$ cat config.mk
export PLATFORM = sky130hd
export DESIGN_NAME = alu_seq_ctrl
export DESIGN_NICKNAME = d
export VERILOG_FILES = /design/src/rtl/alu_seq_ctrl_pkg.sv /design/src/rtl/alu_seq_ctrl_regfile.sv /design/src/rtl/alu_seq_ctrl.sv
export SDC_FILE = /design/constraint.sdc
export NUM_CORES = 1
export LEC_CHECK = 0
export BUFFER_PORTS_ARGS = -buffer_cell sky130_fd_sc_hd__buf_2
export CAP_MARGIN = 20
export CORE_MARGIN = 4
export CORE_UTILIZATION = 38
export CTS_CLUSTER_DIAMETER = 200
export DETAILED_ROUTE_END_ITERATION = 10
export PLACE_DENSITY = 0.6
export REMOVE_ABC_BUFFERS = 1
export SETUP_SLACK_MARGIN = 0.4
export SLEW_MARGIN = 0
export SYNTH_ARGS = -nofsm -noshare
export SYNTH_HDL_FRONTEND = slang
export SYNTH_SLANG_ARGS = --single-unit
$ cat constraint.sdc
create_clock -name clk -period 3.25 [get_ports clk]
set_clock_uncertainty 0.15 [all_clocks]
set_input_delay 0.8125 -clock clk [delete_from_list [all_inputs] [get_ports clk]]
set_output_delay 0.8125 -clock clk [all_outputs]
set_load 0.1 [all_outputs]
$ cat src/rtl/alu_seq_ctrl_pkg.sv
// Shared encodings for the sequenced ALU controller: ALU op codes, the
// immediate-select bit position and the controller state encoding.
package alu_seq_ctrl_pkg;

    localparam int unsigned DATA_W      = 32;
    localparam int unsigned OP_W        = 3;
    localparam int unsigned ALUC_W      = 2;
    localparam int unsigned IMM_SEL_BIT = 2;

    typedef enum logic [ALUC_W-1:0] {
        OP_ADD = 2'b00,
        OP_SUB = 2'b01,
        OP_AND = 2'b10,
        OP_OR  = 2'b11
    } alu_op_e;

    typedef enum logic [1:0] {
        ST_IDLE = 2'b00,
        ST_READ = 2'b01,
        ST_EXEC = 2'b10,
        ST_WB   = 2'b11
    } state_e;

endpackage

$ cat src/rtl/alu_seq_ctrl_regfile.sv
// Register file: 2**AW words, two operand read ports plus a debug port,
// one synchronous write port, r0 hardwired to zero.
module alu_regfile
    import alu_seq_ctrl_pkg::*;
#(
    parameter int unsigned AW = 3
) (
    input  logic              clk,
    input  logic              clrn,
    input  logic [AW-1:0]     x_addr,
    output logic [DATA_W-1:0] x_data,
    input  logic [AW-1:0]     y_addr,
    output logic [DATA_W-1:0] y_data,
    input  logic [AW-1:0]     dbg_addr,
    output logic [DATA_W-1:0] dbg_data,
    input  logic              wr_en,
    input  logic [AW-1:0]     wr_addr,
    input  logic [DATA_W-1:0] wr_data
);

    localparam int unsigned NREG = 2 ** AW;

    logic [DATA_W-1:0] regs [NREG];

    // Writes to r0 are dropped so the storage word itself also stays zero.
    always_ff @(posedge clk or negedge clrn) begin
        if (!clrn) begin
            for (int i = 0; i < int'(NREG); i++) begin
                regs[i] <= '0;
            end
        end else if (wr_en && (wr_addr != '0)) begin
            regs[wr_addr] <= wr_data;
        end
    end

    assign x_data   = (x_addr   == '0) ? '0 : regs[x_addr];
    assign y_data   = (y_addr   == '0) ? '0 : regs[y_addr];
    assign dbg_data = (dbg_addr == '0) ? '0 : regs[dbg_addr];

endmodule

$ cat src/rtl/alu_seq_ctrl.sv
// Four-phase command sequencer (IDLE/READ/EXEC/WB) that feeds an external
// combinational ALU from a local register file and writes results back.
module alu_seq_ctrl
    import alu_seq_ctrl_pkg::*;
#(
    parameter int unsigned REG_AW = 3
) (
    input  logic              clk,
    input  logic              clrn,
    input  logic              cmd_valid,
    output logic              cmd_ready,
    input  logic [OP_W-1:0]   cmd_op,
    input  logic [REG_AW-1:0] cmd_rd,
    input  logic [REG_AW-1:0] cmd_rs,
    input  logic [REG_AW-1:0] cmd_rt,
    input  logic [DATA_W-1:0] cmd_imm,
    output logic [DATA_W-1:0] alu_x,
    output logic [DATA_W-1:0] alu_y,
    output logic [ALUC_W-1:0] alu_aluc,
    input  logic [DATA_W-1:0] alu_r,
    input  logic              alu_z,
    output logic              done,
    output logic [DATA_W-1:0] done_r,
    output logic              done_z,
    input  logic [REG_AW-1:0] dbg_addr,
    output logic [DATA_W-1:0] dbg_data
);

    state_e              state;
    logic [OP_W-1:0]     op_q;
    logic [REG_AW-1:0]   rd_q;
    logic [REG_AW-1:0]   rs_q;
    logic [REG_AW-1:0]   rt_q;
    logic [DATA_W-1:0]   imm_q;
    logic [DATA_W-1:0]   res_q;
    logic                res_z;
    logic [DATA_W-1:0]   src_x;
    logic [DATA_W-1:0]   src_y;
    logic                wr_en;

    assign wr_en = (state == ST_WB);

    alu_regfile #(
        .AW (REG_AW)
    ) u_regfile (
        .clk      (clk),
        .clrn     (clrn),
        .x_addr   (rs_q),
        .x_data   (src_x),
        .y_addr   (rt_q),
        .y_data   (src_y),
        .dbg_addr (dbg_addr),
        .dbg_data (dbg_data),
        .wr_en    (wr_en),
        .wr_addr  (rd_q),
        .wr_data  (res_q)
    );

    // cmd_ready is registered from the next state so it is high exactly in IDLE.
    always_ff @(posedge clk or negedge clrn) begin
        if (!clrn) begin
            state     <= ST_IDLE;
            cmd_ready <= 1'b1;
            op_q      <= '0;
            rd_q      <= '0;
            rs_q      <= '0;
            rt_q      <= '0;
            imm_q     <= '0;
            res_q     <= '0;
            res_z     <= 1'b0;
            alu_x     <= '0;
            alu_y     <= '0;
            alu_aluc  <= '0;
            done      <= 1'b0;
            done_r    <= '0;
            done_z    <= 1'b0;
        end else begin
            done <= 1'b0;
            unique case (state)
                ST_IDLE: begin
                    if (cmd_valid && cmd_ready) begin
                        op_q      <= cmd_op;
                        rd_q      <= cmd_rd;
                        rs_q      <= cmd_rs;
                        rt_q      <= cmd_rt;
                        imm_q     <= cmd_imm;
                        cmd_ready <= 1'b0;
                        state     <= ST_READ;
                    end
                end
                ST_READ: begin
                    alu_x    <= src_x;
                    alu_y    <= op_q[IMM_SEL_BIT] ? imm_q : src_y;
                    alu_aluc <= op_q[ALUC_W-1:0];
                    state    <= ST_EXEC;
                end
                ST_EXEC: begin
                    res_q <= alu_r;
                    res_z <= alu_z;
                    state <= ST_WB;
                end
                ST_WB: begin
                    done      <= 1'b1;
                    done_r    <= res_q;
                    done_z    <= res_z;
                    cmd_ready <= 1'b1;
                    state     <= ST_IDLE;
                end
                default: begin
                    cmd_ready <= 1'b1;
                    state     <= ST_IDLE;
                end
            endcase
        end
    end

endmodule

==> results.toml, run 1 <==
[timing]
tightestPinTransition_ns = 0.978
rsz0062_at_grt = "true"
timing.final.hold_violations = 0
final_report_setup_violation_count = 0
min_period_ns = 3.16
fmaxAchievable_mhz = 316
final_min_period_over_clock_period_pct = 97.2
finalMaxSlewViolations = 0
maxSlewHeadroom_pct = 34.6

[placement]
place_hpwl_mm = 40.3
placement.io_buffers = 215
gp_congestion = 0.824

[yosys]
synth_flop_cell = "sky130_fd_sc_hd__dfrtp_1"
fraction_of_registers_with_async_set_reset_pct = 100
syn-mean-instance-area_um2 = 13.3
synth_area_leader_cell = "sky130_fd_sc_hd__dfrtp_1"
synth-seq-cells = 404
synthesis.instances = 1571
post_synth_instance_area_um2 = 20900
synth_warnings = 0
synth.area.top_cells = "sky130_fd_sc_hd__dfrtp_1 (48%), sky130_fd_sc_hd__mux2_2 (24%), sky130_fd_sc_hd__mux2i_1 (4.5%)"
synth_seq_area_share_pct = 48.4
synth-edff-count = 0
netlist-cell-type-count = 40
netlist.area_leader.share_pct = 48.3

[global_routing]
globalRoute.totalOverflow = 0
grt_first_pass_wirelength_mm = 99.4
grt_max_degree = 87
grt_pass1_vias = 15665
grt_usage_pct = 21.8
antenna_violations_before_repair = 0

[clocking]
clockBufferDepth = 3
clock-root-buffer = "sky130_fd_sc_hd__clkbuf_16"
cts.hold.buffers_added = 0
worstSkewPairLatency_ns = 0.58
clock_sinks = 404
clock_tree.htree_level_count = 2
cts.reportedPaths.clkPinSlew_ns = 0.06
cts_tree = "done"
number_of_buffers_created_by_cts = 46

[layout]
final_net_count = 1883
synthToLayoutAreaGrowth_pct = 22.7
drive_above_1_share_pct = 52.3
final_core_util_pct = 47.3
final.fill_count = 4805
diodes = 0

[routing]
drt_iter0_drc = 1078
drt.antenna.violating_nets = 0
route.detailed.wl_per_inst_um = 25.9
vias = 14907
wirelength_mm = 65.5
drt_drc_violations_left = 0
drt-pass1-iter-count = 5
via_per_inst = 5.89

[setup_path]
critical_path.endpoint_type = "primary output"
critPathArrivalTime_ns = 2.20
critical_path_class = "primary input to primary output"
cp_startpoint_kind = "primary input"
timing.critical_path.fanout_max = 7
timing.critical_path.required_ns = 2.29

[floorplanning]
fp.coreArea_um2 = 54100
initial_core_util_pct = 38.6
design.portCount = 216
core.rowCount = 85
floorplan.die.width_um = 242
floorplan.die_area_um2 = 58700
die-height_um = 242

[run]
max-cap-violations = 0

[hold_path]
timing.hold.worst.class = "primary input to async pin"

[status]
outcome = "finished, final reports clean"
layout make-up:
class,count,area [um^2],share of cell area (%)
multi-input cells,1005,10200,39.7
flip-flops and latches,404,10100,39.5
repair buffers,317,2830,11.0
clock buffers,74,1410,5.51
well taps,696,871,3.40
clock inverters,11,133,0.518
inverters,22,82.6,0.322
sequential cells by signal, indices dropped and copies added, names as in the netlist, 2 cells and up:
register and count:
res_q 32, imm_q 32, alu_aluc 2, rt_q 3, u_regfile.regs 224, op_q 3
rd_q 3, state 2, done_r 32, rs_q 3, alu_y 32, alu_x 32
cell usage after synthesis (3+ instances only):
cell type	count
sky130_fd_sc_hd__buf_2	64
sky130_fd_sc_hd__mux4_2	34
sky130_fd_sc_hd__inv_1	22
sky130_fd_sc_hd__buf_4	11
sky130_fd_sc_hd__mux2i_1	93
sky130_fd_sc_hd__clkbuf_1	44
sky130_fd_sc_hd__o221ai_1	16
sky130_fd_sc_hd__a221oi_1	65
sky130_fd_sc_hd__ha_1	4
sky130_fd_sc_hd__mux2_1	14
sky130_fd_sc_hd__a22oi_1	63
sky130_fd_sc_hd__a221oi_2	13
sky130_fd_sc_hd__mux2_2	446
sky130_fd_sc_hd__a21o_1	16
sky130_fd_sc_hd__nor2_1	32
sky130_fd_sc_hd__a21oi_1	19
sky130_fd_sc_hd__nand4b_1	3
sky130_fd_sc_hd__mux2_4	19
sky130_fd_sc_hd__nand2_1	52
sky130_fd_sc_hd__o22a_1	16
sky130_fd_sc_hd__dfrtp_1	403
sky130_fd_sc_hd__buf_6	16
sky130_fd_sc_hd__buf_1	3
sky130_fd_sc_hd__o21a_1	16
sky130_fd_sc_hd__o22ai_1	17
sky130_fd_sc_hd__o21ai_0	49
sky130_fd_sc_hd__nor2b_1	5
logic make-up after synthesis:
family / after synthesis / share of synthesized area, %
AOI/OAI and AO/OA: 293 / 10.7
and+or+nand+nor: 102 / 2.16
DFF: 404 / 48.4
adders and majority gates: 4 / 0.240
muxes: 606 / 34.3
buffers and inverters: 162 / 4.18
routing by layer:
| metal | vias up | GRT usage [%] | wire length, um |
|---|---|---|---|
| met1 | 7839 | 29.7 | 28400 |
| met2 | 505 | 35.0 | 30700 |
| met5 | - | 0 | 0 |
| li1 | 6432 | - | - |
| met4 | 0 | 6.88 | 1890 |
| met3 | 131 | 4.48 | 4450 |
placed cells by master (no fill, tap or decap), types with 17 or more instances in the layout:
master | Yosys | layout
sky130_fd_sc_hd__mux2_2 | 446 | 446
sky130_fd_sc_hd__dfrtp_1 | 403 | 396
sky130_fd_sc_hd__buf_2 | 64 | 180
sky130_fd_sc_hd__mux2i_1 | 93 | 93
sky130_fd_sc_hd__a221oi_1 | 65 | 65
sky130_fd_sc_hd__buf_4 | 11 | 63
sky130_fd_sc_hd__buf_12 | 0 | 57
sky130_fd_sc_hd__clkbuf_16 | 0 | 51
sky130_fd_sc_hd__nand2_1 | 52 | 50
sky130_fd_sc_hd__a22oi_1 | 63 | 46
sky130_fd_sc_hd__mux4_2 | 34 | 34
sky130_fd_sc_hd__nor2_1 | 32 | 32
sky130_fd_sc_hd__inv_1 | 22 | 22
sky130_fd_sc_hd__a21oi_1 | 19 | 19
sky130_fd_sc_hd__mux2_4 | 19 | 19
sky130_fd_sc_hd__o21ai_0 | 49 | 18
sky130_fd_sc_hd__a22oi_2 | 0 | 17
sky130_fd_sc_hd__o22ai_1 | 17 | 17
timing repair:
item | in CTS | in global routing
setup buffers | 3 | 4
resized for setup | 75 | 16
endpoints found under the hold margin | 0 | 0
endpoints found under the setup margin | 32 | 32
pin swaps | 23 | 16
gates cloned | 3 | 1
metrics by stage:
step	setup slack [ns]	setup TNS, ns	instances	area [um^2]	hold WS (ns)
after global routing	0.0187	0	2529	25600	0.0766
final	0.0894	0	2529	25600	0.0665
after CTS	0.110	0	2524	25500	0.0592
after global placement	-0.162	-1.33	2433	23600	0.330
after floorplan	-2.12	-312.10	1431	20100	0.324
after detailed placement	-0.132	-1.23	2433	23600	0.335
final timing paths:
path,to,cells past startpoint,start,slack (ns)
setup / recovery,dbg_data[7],8,dbg_addr[0],0.09
hold / removal,u_regfile.regs[180],1,clrn,0.07
setup reg to reg,alu_y[7],5,rt_q[0],0.74
hold reg to reg,alu_x[28],1,alu_x[28],0.35
max in group asynchronous,rt_q[2],2,clrn,2.03
min in group clk,res_q[24],2,alu_r[24],0.31
critical path, stage by stage:
cell and delay [ns]:
sky130_fd_sc_hd__buf_16 0.13, sky130_fd_sc_hd__buf_12 0.14, sky130_fd_sc_hd__buf_4 0.11, sky130_fd_sc_hd__mux4_2 0.49
sky130_fd_sc_hd__nand2_1 0.11, sky130_fd_sc_hd__o21ai_2 0.08, sky130_fd_sc_hd__buf_4 0.15, sky130_fd_sc_hd__buf_12 0.15
Power of run 1 is left out: the tool's default activity adds up to more than one toggle a clock period on the data nets, which glitch-free logic cannot reach.
==> inputs of run 2 (changes only) <==
--- a/config.mk
+++ b/config.mk
@@ -7,11 +7,12 @@
 export LEC_CHECK = 0
 export BUFFER_PORTS_ARGS = -buffer_cell sky130_fd_sc_hd__buf_2
 export CAP_MARGIN = 20
+export CORE_ASPECT_RATIO = 0.75
 export CORE_MARGIN = 4
-export CORE_UTILIZATION = 38
+export CORE_UTILIZATION = 59
 export CTS_CLUSTER_DIAMETER = 200
 export DETAILED_ROUTE_END_ITERATION = 10
-export PLACE_DENSITY = 0.6
+export PLACE_DENSITY = 0.84
 export REMOVE_ABC_BUFFERS = 1
 export SETUP_SLACK_MARGIN = 0.4
 export SLEW_MARGIN = 0
==> run 2 against run 1 <==
Clock-buffer cell count down 17. Sequential share of layout area up 0.95 points. Routed wire length down 4.5%. Worst hold slack better by 0.019 ns. Die area down 34%. Global-route usage up 9.9 points. Non-clock buffer count up 3. Critical path depth down 1. Critical path type unchanged.
==> results.toml, run 2 (synthesized netlist as in run 1, its figures left out) <==
[status]
outcome = "finished, final reports clean"

[global_routing]
globalRoute.totalOverflow = 0
globalRoute.busiestLayer = "met2"
globalRouteMet1Util_pct = 43.9
grt_first_pass_wirelength_mm = 94.8
grt_usage_pct = 31.6
grt_pass1_vias = 16146
antenna_violations_before_repair = 0
fraction_of_met2_tracks_used_by_global_routing_pct = 49.3
globalRouteMet3Util_pct = 6.79
grt_max_degree = 115

[floorplanning]
core.rowCount = 59
floorplan.die.width_um = 225
design.portCount = 216
initial_core_util_pct = 60.0
fp.coreArea_um2 = 34800
floorplan.die_area_um2 = 38500
die-height_um = 171

[layout]
leading_cell_type_in_the_layout_fill_and_taps_excluded = "sky130_fd_sc_hd__mux2_2"
largest_register_ffs = 224
max_flop_register = "u_regfile.regs"
synthToLayoutAreaGrowth_pct = 19.8
diodes = 0
final_net_count = 1881
mostFrequentLayoutCells = "sky130_fd_sc_hd__mux2_2 (442), sky130_fd_sc_hd__dfrtp_1 (396), sky130_fd_sc_hd__buf_2 (180), sky130_fd_sc_hd__mux2i_1 (93), sky130_fd_sc_hd__buf_4 (67)"
drive_above_1_share_pct = 51.8

[setup_path]
timing.critical_path.fanout_max = 8
cp_startpoint_kind = "primary input"
r2r_start = "state[0]"
critical_path_buf_inv_count = 4
reg2reg_slack_ns = 0.59
cp_slowest_stage_delay_ns = 0.52
startpoint = "dbg_addr[0]"
crit_path_cell_trace = "buf_16 > buf_12 > mux4_2 > nand2_2 > o21ai_2 > buf_4 > buf_12"
most_numerous_cell_on_the_critical_path = "sky130_fd_sc_hd__buf_12"
timing.critical_path.required_ns = 2.29
critical_path_class = "primary input to primary output"
critPathArrivalTime_ns = 2.14
cpMaxStageDelayCell = "sky130_fd_sc_hd__mux4_2"
cp_top_family = "buffers and inverters"
critical_path.endpoint_type = "primary output"

[timing]
final_min_period_over_clock_period_pct = 95.4
maxSlewHeadroom_pct = 34.3
fmaxAchievable_mhz = 323
timing.final.hold_violations = 0
final_report_setup_violation_count = 0
tightestPinTransition_ns = 0.984
min_period_ns = 3.10
rsz0062_at_grt = "true"
finalMaxSlewViolations = 0
timing.setup.tns_ns = 0

[clocking]
clock_sinks = 404
clock-root-buffer = "sky130_fd_sc_hd__clkbuf_16"
cts_tree = "done"
cts.hold.buffers_added = 0
clockBufferDepth = 3
clock_tree.htree_level_count = 2
cts.reportedPaths.clkPinSlew_ns = 0.06
number_of_buffers_created_by_cts = 41
worstSkewPairLatency_ns = 0.55

[routing]
via_per_inst = 6.79
drt-pass1-iter-count = 5
vias = 15496
drt_drc_violations_left = 0
wirelength_mm = 62.6
drt_iter0_drc = 1696
route.detailed.wl_per_inst_um = 27.4
drt.antenna.violating_nets = 0

[placement]
gp_congestion = 0.883
place_hpwl_mm = 38.4
placement.io_buffers = 215

[run]
max-cap-violations = 0

[hold_path]
timing.hold.worst.class = "primary input to async pin"
run 2: cell types whose count changed in the layout (fill, tap and decap cells not counted), moves of 4 or more:
cell and delta:
sky130_fd_sc_hd__a22oi_1 +11, sky130_fd_sc_hd__buf_6 +11, sky130_fd_sc_hd__nand2_2 +6, sky130_fd_sc_hd__mux2_4 +4
sky130_fd_sc_hd__clkbuf_16 -6, sky130_fd_sc_hd__o21ai_2 -6, sky130_fd_sc_hd__mux2_2 -4, sky130_fd_sc_hd__buf_12 -12
sky130_fd_sc_hd__buf_4 +4, sky130_fd_sc_hd__clkbuf_1 -7, sky130_fd_sc_hd__clkbuf_8 -4, sky130_fd_sc_hd__o21ai_0 +10
sky130_fd_sc_hd__nand2_1 -6, sky130_fd_sc_hd__a22oi_2 -11
run 2: cell type report:
| cell class | count | area [um^2] |
|---|---|---|
| Timing Repair Buffer | 320 | 2740 |
| Clock inverter | 18 | 205 |
| Fill cell | 2223 | 9760 |
| Sequential cell | 404 | 10100 |
| Tap cell | 457 | 572 |
| Inverter | 22 | 82.6 |
| Multi-Input combinational cell | 1005 | 10100 |
| Clock buffer | 57 | 1180 |
run 2: metal layers:
layer	vias up	share of wire [%]
li1	6408	-
met1	7907	40
met2	982	46
met3	199	9.5
met4	0	4.2
met5	-	0
run 2: final timing paths:
path	depth (start not counted)	endpoint
setup / recovery	7	dbg_data[8]
hold / removal	1	done_r[18]
setup reg to reg	4	u_regfile.regs[81]
hold reg to reg	1	alu_x[2]
max in group asynchronous	2	rs_q[2]
min in group clk	2	imm_q[6]
run 2: what timing repair did:
action,in CTS,in global routing
gates cloned,3,2
buffers inserted,3,4
pin swaps,5,14
gates resized for setup,50,41
setup endpoints to repair,32,32
run 2: through the flow:
step / area [um^2] / std cells / setup slack [ns] / hold slack [ns] / util [%]
floorplan: 20100 / 1431 / -2.12 / 0.324 / -
global route: 25000 / 2283 / 0.138 / 0.117 / 71.9
detailed placement: 23200 / 2196 / -0.0743 / 0.332 / 66.6
finish: 25000 / 2283 / 0.150 / 0.0859 / 71.9
CTS: 24800 / 2277 / 0.178 / 0.121 / 71.3
global placement: 23200 / 2196 / -0.0596 / 0.331 / 66.6
Power of run 2 is left out for the same reason.
==> inputs of run 3 (changes only) <==
--- a/config.mk
+++ b/config.mk
@@ -8,14 +8,14 @@
 export BUFFER_PORTS_ARGS = -buffer_cell sky130_fd_sc_hd__buf_2
 export CAP_MARGIN = 20
 export CORE_ASPECT_RATIO = 0.75
-export CORE_MARGIN = 4
 export CORE_UTILIZATION = 59
 export CTS_CLUSTER_DIAMETER = 200
 export DETAILED_ROUTE_END_ITERATION = 10
+export HOLD_SLACK_MARGIN = 0.03
 export PLACE_DENSITY = 0.84
 export REMOVE_ABC_BUFFERS = 1
 export SETUP_SLACK_MARGIN = 0.4
-export SLEW_MARGIN = 0
+export SLEW_MARGIN = 20
 export SYNTH_ARGS = -nofsm -noshare
 export SYNTH_HDL_FRONTEND = slang
 export SYNTH_SLANG_ARGS = --single-unit
==> run 3 against run 2 <==
Clock-buffer cell count is 1 lower. Routed wire length is 0.16% higher. Register-to-register slack worse by 0.02 ns. Sequential share of layout area is 0.10 points lower. Die area is 6.1% lower. First-iteration DRC count is 18% higher. Flip-flop and latch count stayed put. Worst hold slack worse by 0.048 ns.
==> results.toml, run 3 (synthesized netlist as in run 1, its figures left out) <==
[clocking]
cts.hold.buffers_added = 0
worstSkewPairLatency_ns = 0.56
cts.reportedPaths.clkPinSlew_ns = 0.07
clock_sinks = 404
clockBufferDepth = 3
cts_tree = "done"
clock-root-buffer = "sky130_fd_sc_hd__clkbuf_16"
number_of_buffers_created_by_cts = 40
clock_tree.htree_level_count = 2

[setup_path]
cp_slowest_stage_delay_ns = 0.51
most_numerous_cell_on_the_critical_path = "sky130_fd_sc_hd__buf_12"
timing.critical_path.fanout_max = 7
reg2reg_to = "alu_x[20]"
crit_path_cell_trace = "buf_16 > buf_12 > buf_12 > mux4_2 > nand2_2 > o21ai_2 > buf_12"
reg2reg_slack_ns = 0.57
timing.critical_path.required_ns = 2.29
critPathArrivalTime_ns = 2.11
cpMaxStageDelayCell = "sky130_fd_sc_hd__mux4_2"
r2r_start = "rs_q[2]"
critical_path.endpoint_type = "primary output"
cp_startpoint_kind = "primary input"
worst_r2r_path_depth = 4
critical_path_class = "primary input to primary output"

[routing]
drt.antenna.violating_nets = 0
drt_drc_violations_left = 0
drt_iter0_drc = 2009
drt-pass1-iter-count = 6
vias = 15556
via_per_inst = 6.87
route.detailed.wl_per_inst_um = 27.7
wirelength_mm = 62.7

[global_routing]
grt_first_pass_wirelength_mm = 94.3
grt_max_degree = 101
grt_usage_pct = 34.7
antenna_violations_before_repair = 0
globalRoute.totalOverflow = 0
grt_pass1_vias = 15753

[layout]
mostFrequentLayoutCells = "sky130_fd_sc_hd__mux2_2 (444), sky130_fd_sc_hd__dfrtp_1 (396), sky130_fd_sc_hd__buf_2 (179), sky130_fd_sc_hd__mux2i_1 (93), sky130_fd_sc_hd__a221oi_1 (65)"
synthToLayoutAreaGrowth_pct = 20.1
drive_above_1_share_pct = 52.9
diodes = 0
design_area_um2 = 25100
leading_cell_type_in_the_layout_fill_and_taps_excluded = "sky130_fd_sc_hd__mux2_2"
max_flop_register = "u_regfile.regs"
final_net_count = 1862
largest_register_ffs = 224

[floorplanning]
die-height_um = 165
initial_core_util_pct = 60.0
floorplan.die_area_um2 = 36100
fp.coreArea_um2 = 34800
floorplan.die.width_um = 219
core.rowCount = 59
design.portCount = 216

[timing]
timing.final.hold_violations = 0
final_report_setup_violation_count = 0
final_min_period_over_clock_period_pct = 94.5
maxSlewHeadroom_pct = 33.3
rsz0062_at_grt = "true"
min_period_ns = 3.07
fmaxAchievable_mhz = 326
finalMaxSlewViolations = 0
tightestPinTransition_ns = 1.00

[placement]
gp_congestion = 0.898
placement.cell_area_um2 = 23000
place_hpwl_mm = 37.4
placement.io_buffers = 215

[run]
max-cap-violations = 0

[hold_path]
timing.hold.worst.class = "primary input to async pin"

[status]
outcome = "finished, final reports clean"
[run 3: cell count changes in the layout (fill, tap and decap cells not counted), moves of 4 or more]
cell / previous run / this run
sky130_fd_sc_hd__nand2_2: 8 / 17
sky130_fd_sc_hd__o21ai_1: 10 / 6
sky130_fd_sc_hd__o21ai_2: 10 / 23
sky130_fd_sc_hd__buf_6: 18 / 7
sky130_fd_sc_hd__a22oi_2: 6 / 15
sky130_fd_sc_hd__nand2_1: 44 / 35
sky130_fd_sc_hd__o21ai_0: 28 / 18
sky130_fd_sc_hd__clkbuf_1: 9 / 13
sky130_fd_sc_hd__a22oi_1: 57 / 48
sky130_fd_sc_hd__buf_4: 67 / 52
[run 3: timing repair]
| action | 4_1_cts | 5_1_grt |
|---|---|---|
| setup endpoints to repair | 32 | 32 |
| setup buffers | 13 | 3 |
| gates resized for setup | 75 | 53 |
| gates cloned | 6 | 1 |
| pin swaps | 12 | 20 |
[run 3: cell type report]
| class | count | area, um^2 |
|---|---|---|
| clock buffer | 56 | 1100 |
| tap | 457 | 572 |
| fill | 2169 | 9700 |
| clock inverter | 18 | 254 |
| inverter | 22 | 82.6 |
| multi-input combinational | 1005 | 10200 |
| timing repair buffer | 302 | 2710 |
| sequential | 404 | 10100 |
[run 3: worst max-delay path by stage]
stage	startpoint	to	cells after the start
final	dbg_addr[0]	dbg_data[13]	7
after detailed placement	dbg_addr[0]	dbg_data[23]	6
after global routing	dbg_addr[0]	dbg_data[13]	7
after global placement	dbg_addr[0]	dbg_data[17]	6
after floorplan	state[0]	u_regfile.regs[192]	3
after CTS	dbg_addr[0]	dbg_data[6]	7
[run 3: critical path, delay by kind of cell]
family / cells / cell delay, ns
AO/OA/AOI/OAI: 1 / 0.09
AND/OR/NAND/NOR: 1 / 0.10
buffers and inverters: 4 / 0.56
multiplexers: 1 / 0.51
[run 3: per-stage QoR]
stage / hold WS (ns) / setup TNS, ns / cells / worst slack, ns / util, %
final: 0.0381 / 0 / 2264 / 0.180 / 72.1
after global routing: 0.0539 / 0 / 2264 / 0.162 / 72.1
after CTS: 0.0383 / 0 / 2260 / 0.192 / 71.5
after detailed placement: 0.337 / -0.279 / 2167 / -0.0476 / 66.2
after global placement: 0.329 / -0.191 / 2167 / -0.0620 / 66.2
after floorplan: 0.324 / -312.10 / 1431 / -2.12 / -
[run 3: layer usage]
layer  wire [um]  part of all wire (%)  global-route usage [%]
met1       24800                    40                    46.9
met4        2350                   3.8                    14.3
met2       29300                    47                    54.1
met3        6170                   9.8                    8.05
met5           0                     0                       0
Power of run 3 is left out for the same reason.
